===== src/rtl/opti_feeder.sv =====
// Feeds N samples from a 1-cycle-latency sample memory into the SOS filter chain.
// Latency: first sample is valid 2 cycles after entering FETCH, then 1 sample/clk.
// Backpressure: reads stop once buffered + in-flight reaches 2; in_ready=0 holds the head.
module opti_feeder #(
    parameter int N  = 2048,
    parameter int AW = 11
) (
    input  logic                 clk,
    input  logic                 rst,
    input  logic                 start,
    input  logic                 pipeline_en,
    input  logic                 in_ready,
    output logic                 mem_rd_en,
    output logic [AW-1:0]        mem_addr,
    input  logic signed [23:0]   mem_rdata,
    output logic signed [23:0]   data_in,
    output logic                 data_in_valid,
    output logic                 feed_busy,
    output logic                 feed_done,
    output logic [AW:0]          sample_cnt
);

    typedef enum logic [1:0] {
        IDLE  = 2'd0,
        FETCH = 2'd1,
        DRAIN = 2'd2,
        DONE  = 2'd3
    } state_t;

    localparam logic [AW:0] N_CNT = (AW+1)'(N);
    localparam logic [AW:0] LAST  = (AW+1)'(N - 1);

    state_t             state;
    logic [AW:0]        rd_ptr;     // one wider than the address so it can reach N
    logic [1:0]         occ;        // skid buffer occupancy, 0..2
    logic               inflight;   // a read was issued last cycle; data arrives now
    logic signed [23:0] buf0;       // head entry, drives data_in directly
    logic signed [23:0] buf1;
    logic               pop;
    logic [2:0]         pending;

    assign data_in       = buf0;
    assign data_in_valid = (occ != 2'd0) && pipeline_en;
    assign pop           = data_in_valid && in_ready;

    // Slots that will be committed after this edge; pop can only occur when occ>=1,
    // so the subtraction never underflows.
    assign pending   = {1'b0, occ} + {2'b00, inflight} - {2'b00, pop};
    assign mem_rd_en = (state == FETCH) && pipeline_en && (rd_ptr < N_CNT) && (pending < 3'd2);
    assign mem_addr  = (rd_ptr < N_CNT) ? rd_ptr[AW-1:0] : LAST[AW-1:0];

    assign feed_busy = (state == FETCH) || (state == DRAIN);
    assign feed_done = (state == DONE);

    // Run control: state, read pointer and accepted-sample counter.
    always_ff @(posedge clk or posedge rst) begin
        if (rst) begin
            state      <= IDLE;
            rd_ptr     <= '0;
            sample_cnt <= '0;
        end else begin
            case (state)
                IDLE: begin
                    if (start) begin
                        state  <= FETCH;
                        rd_ptr <= '0;
                    end
                end
                FETCH: begin
                    if (mem_rd_en) begin
                        rd_ptr <= rd_ptr + (AW+1)'(1);
                        if (rd_ptr == LAST) begin
                            state <= DRAIN;
                        end
                    end
                end
                DRAIN: begin
                    if (pop && (sample_cnt == LAST)) begin
                        state <= DONE;
                    end
                end
                default: begin
                    state <= IDLE;
                end
            endcase

            if ((state == IDLE) && start) begin
                sample_cnt <= '0;
            end else if (pop && (sample_cnt < N_CNT)) begin
                sample_cnt <= sample_cnt + (AW+1)'(1);
            end
        end
    end

    // Two-entry skid buffer: capture returning read data, shift out on transfer.
    always_ff @(posedge clk or posedge rst) begin
        if (rst) begin
            occ      <= 2'd0;
            inflight <= 1'b0;
            buf0     <= '0;
            buf1     <= '0;
        end else if ((state == IDLE) && start) begin
            occ      <= 2'd0;
            inflight <= 1'b0;
            buf0     <= '0;
            buf1     <= '0;
        end else begin
            // Read data is captured even while gated, so an in-flight read is never lost.
            inflight <= mem_rd_en;
            case ({inflight, pop})
                2'b10: begin
                    if (occ == 2'd0) begin
                        buf0 <= mem_rdata;
                    end else begin
                        buf1 <= mem_rdata;
                    end
                    occ <= occ + 2'd1;
                end
                2'b01: begin
                    buf0 <= buf1;
                    occ  <= occ - 2'd1;
                end
                2'b11: begin
                    if (occ == 2'd1) begin
                        buf0 <= mem_rdata;
                    end else begin
                        buf0 <= buf1;
                        buf1 <= mem_rdata;
                    end
                end
                default: begin
                end
            endcase
        end
    end

endmodule


===== config.mk =====
export PLATFORM = sky130hd
export DESIGN_NAME = opti_feeder
export DESIGN_NICKNAME = d
export VERILOG_FILES = /design/src/rtl/opti_feeder.sv
export SDC_FILE = /design/constraint.sdc
export NUM_CORES = 1
export LEC_CHECK = 0
export CAP_MARGIN = 15
export CORE_MARGIN = 5
export CORE_UTILIZATION = 45
export CTS_BUF_LIST = sky130_fd_sc_hd__clkbuf_2
export DETAILED_ROUTE_END_ITERATION = 7
export PLACE_DENSITY = 0.71
export SYNTH_ARGS = -nofsm -noshare
export SYNTH_HDL_FRONTEND = slang
export SYNTH_SLANG_ARGS = --single-unit
export TNS_END_PERCENT = 10

===== constraint.sdc =====
create_clock -name clk -period 3.9 [get_ports clk]
set_input_delay 0.78 -clock clk [delete_from_list [all_inputs] [get_ports clk]]
set_output_delay 0.78 -clock clk [all_outputs]
set_load 0.03 [all_outputs]

==> summary.log <==
[run_status] run status finished clean
[sta] RSZ-0062 raised after global routing true
[routing] WL/cell 15.3 um
[global_route] remaining global-route overflow 0
[floorplanning] I/O pins 80
[layout] final cell utilization of the core 0.594
[power_and_ir_drop] internal portion of total power 2.01 mW
[floorplanning] count of standard-cell rows 34
[synth] instance count of the mapped netlist 433
[floorplanning] Core Region 8680 um2
[synth] portion of netlist area occupied by mux cells 0.0104
[power_and_ir_drop] share of power burned in the clock network 0.125
[synth] cells taking the most area after synthesis sky130_fd_sc_hd__dfrtp_1 48%, sky130_fd_sc_hd__nand2_1 8.4%, sky130_fd_sc_hd__a22oi_1 4.9%
[synth] library cell occupying the most area in the post-synthesis netlist sky130_fd_sc_hd__dfrtp_1
[cts] maximum number of buffers from clock root to sink 2
[synth] share of Yosys cell area claimed by the top area cell type 0.485
[worst_setup_path] Worst setup startpoint occ[1]$_DFFE_PP0P_
[worst_setup_path] slowest library cell on the worst path sky130_fd_sc_hd__fa_1
[power_and_ir_drop] proportion of power drawn by combinational gates 0.500
[cts] CTS hold repair buffers 0
[placed_design] routability congestion estimate from global placement 0.857
[floorplanning] effective utilization at floorplan 0.458
[sta] transition time of the tightest slew-check pin 1.05 ns
[layout] layout overhead on the synthesized area 29.7%
[power_and_ir_drop] standby leakage power 2.25 nW
[cts] clock-pin slew of the registers on the worst-case setup and hold paths 0.22 ns
[floorplanning] height of the die 104 um
[placed_design] Setup WS pre-CTS -0.0611 ns
[sta] Worst Clk Skew 0.0230 ns
[sta] Hold WS 0.462 ns
[routing] Routed Antenna Nets 0
[worst_setup_path] kind of end point of the critical path output pin
[worst_setup_path] CP bufs+invs 3
[synth] EDFF count, synth 0
[cts] CTS HTree Levels 3
[worst_setup_path] signal arrival time at the worst endpoint 3.00 ns
[routing] detailed-route wire length 9.65 mm
[placed_design] Cells after DPL 606
[sta] Final Max Slew Viols 0
[floorplanning] die outline width 104 um
[global_route] number of antenna violations at the first check in global routing 0
[synth] synthesized netlist net count 474
[layout] Fill cells 804
[power_and_ir_drop] Cell Pwr Density 676 nW/um2
[synth] sequential element share of the synthesized area 0.485
[cts] clock buffers created by TritonCTS 9
[sta] maximum operating frequency 265 MHz
[global_route] vias in the first global route 3358
[layout] number of antenna repair diodes 0
[synth] area fraction in compound gates after synthesis 0.191
[worst_setup_path] maximum net fanout on the critical path 3
[sta] final count of negative-setup-slack endpoints 0
[synth] Primary FF master, synth sky130_fd_sc_hd__dfrtp_1
[synth] simple-gate share of the synthesized area 0.205
[synth] Post-Synthesis Cell Area 3970 um2
[cts] clock sink count 77
[routing] via count 3429
[worst_setup_path] CP Launch Type flip-flop
[layout] most common cell after layout, fill and taps aside sky130_fd_sc_hd__nand2_1
[synth] Synth Warn # 0
[synth] adder and majority gate portion of the synthesized area 0.0397
[routing] Starting DRT DRC Count 147
[sta] Final WS setup 0.124 ns
[placed_design] Port Buffers 79
[cts] root buffer selected by CTS sky130_fd_sc_hd__clkbuf_2
[routing] detailed-route vias per instance 5.43
[worst_setup_path] kind of critical path reg2out
[worst_setup_path] cells traversed along the worst timing path inv_4 -> ha_4 -> and2b_1 -> and2_4 -> ha_4 -> nand2b_4 -> fa_1 -> and3b_2 -> nand3_2 -> inv_2 -> buf_12
[layout] area used by sequential logic in the layout 1930 um2
[global_route] Tot GR Track Use 0.178
[hold_path] Hold/Removal Path Class in2async
[cts] TritonCTS clock tree built
[flow_run] count of maximum capacitance violations 0
[worst_setup_path] Req. time, crit path 3.12 ns
[routing] detailed-router iteration count before antenna repair 5
[sta] count of endpoints failing hold in the final timing report 0
[sta] ratio of final minimum period to clock period 0.968
[layout] number of nets at the end of the flow 559
[power_and_ir_drop] switching component of the power 1.47 mW
[power_and_ir_drop] Worst VDD drop 266 uV
[power_and_ir_drop] share of total power in sequential cells 0.375
[worst_setup_path] stage delay of the slowest cell on the critical path 0.55 ns
[synth] fraction of synthesized cell area in xor and xnor cells 0.0287
[layout] layout cell share with drive strength beyond 1 0.136
[power_and_ir_drop] switching power as a share of total power 0.423
[worst_setup_path] critical path's most frequent cell sky130_fd_sc_hd__ha_4
[floorplanning] die footprint 10800 um2
[global_route] largest net degree at the start of global routing 61
[synth] Distinct cells, synth 50
[cts] insertion delay to the later sink of the worst-skew pair 0.50 ns
[sta] min Tclk post-route 3.78 ns
[layout] Multi-input gate area 1940 um2
[worst_setup_path] largest delay contributor family on the critical path adder cells
[worst_setup_path] r2r startpoint occ[1]$_DFFE_PP0P_
[synth] Synth Register Bits 77
[layout] Layout Cells excl Fill 631
[routing] count of unresolved DRC violations after routing 0
[placed_design] HPWL Detailed 6.43 mm
[synth] fraction of registers with async set or reset after synthesis 1.00
[global_route] first-pass GRT wire length 16.3 mm
[sta] headroom to the max-slew limit 0.298
[layout] commonest non-fill, non-tap cells in the layout 89 x sky130_fd_sc_hd__nand2_1, 78 x sky130_fd_sc_hd__clkdlybuf4s50_1, 76 x sky130_fd_sc_hd__dfrtp_1, 31 x sky130_fd_sc_hd__a21oi_1
[synth] mean instance size in the synthesized netlist 9.18 um2
[synth] combinational family with the most area after synthesis simple AND/OR/NAND/NOR gates
[power_and_ir_drop] final total power 3.48 mW
## cell usage after synthesis (all sizes together) (2+ instances only)
cell and n:
and3 6, nand2 90, o21a 2, o21bai 2, a21oi 31, or2 12, a221o 2, and2 2
nand2b 2, mux2i 3, clkbuf 16, nand3 11, nor3 8, or3 4, a211oi 2, nor2b 4
xor2 7, nor2 26, ha 11, o311ai 2, inv 14, o31ai 26, buf 10, nand4 5
dfrtp 77, xnor2 6, a22oi 26, o21ai 12
## state kept, by name (all words and copies together) (netlist names)
| name | count |
|---|---|
| buf1 | 24 |
| data_in | 24 |
| inflight | 1 |
| occ | 2 |
| rd_ptr | 12 |
| sample_cnt | 12 |
| state | 2 |
## logic make-up (layout without fill, tap and decap cells)
logic type / Yosys count / count (layout)
compound gates: 112 / 112
xor+xnor: 13 / 13
fa+ha+maj: 12 / 12
buf+inv: 40 / 130
flops: 77 / 77
mux: 4 / 4
simple gates: 175 / 175
## repair_timing
action                                  in CTS  in global routing
endpoints found under the setup margin       1                  1
resized for setup                            7                  5
pin swaps                                    0                  5
setup buffers                                3                  5
## cell type report
| cell class | count | share of cell area |
|---|---|---|
| clock buffer | 10 | 0.00971 |
| clock inverter | 6 | 0.0124 |
| inverter | 14 | 0.0109 |
| multi-input combinational | 316 | 0.377 |
| sequential | 77 | 0.374 |
| tap | 108 | 0.0262 |
| timing repair buffer | 100 | 0.190 |
## layer usage
| layer | wire length [um] | global-route usage |
|---|---|---|
| met1 | 4710 | 0.246 |
| met2 | 4390 | 0.275 |
| met3 | 454 | 0.0552 |
| met4 | 97 | 0.0426 |
| met5 | 0 | 0 |
## worst register-to-register path, delay by kind of cell, from the launching register on
| family | cells | cell delay (ns) |
|---|---|---|
| DFF | 1 | 0.47 |
| muxes | 1 | 0.32 |
| buffers and inverters | 2 | 0.18 |
| and+or+nand+nor | 6 | 0.99 |
| AOI/OAI and AO/OA | 1 | 0.37 |
| adders and majority gates | 3 | 0.93 |
## worst paths after layout
| path | endpoint | cells after the start | slack, ns |
|---|---|---|---|
| setup / recovery | mem_rd_en | 11 | 0.12 |
| hold / removal | data_in[3]$_DFFE_PP0P_ | 2 | 0.46 |
| setup reg to reg | state[1]$_DFFE_PP0P_ | 13 | 0.55 |
| hold reg to reg | data_in[3]$_DFFE_PP0P_ | 2 | 0.51 |
| max in group asynchronous | buf1[15]$_DFFE_PP0P_ | 3 | 2.92 |
| min in group clk | data_in[3]$_DFFE_PP0P_ | 2 | 0.51 |
## stage by stage
step                      area [um2]   TNS, ns
after floorplan                 3970         0
final                           5150         0
after detailed placement        4910   -0.0611
after global routing            5150   -0.0614
after global placement          4910  -0.00650
after CTS                       5060         0
## power by group through the flow
stage,Combinational [mW],Clock (mW),Sequential [mW]
finish,1.74,0.435,1.31
detailed placement,1.64,0,1.33
global route,1.90,0.486,1.36
floorplan,0.786,0,1.56
CTS,1.69,0.452,1.31
global placement,1.59,0,1.32
No activity file was read; power rests on OpenSTA's default activity.
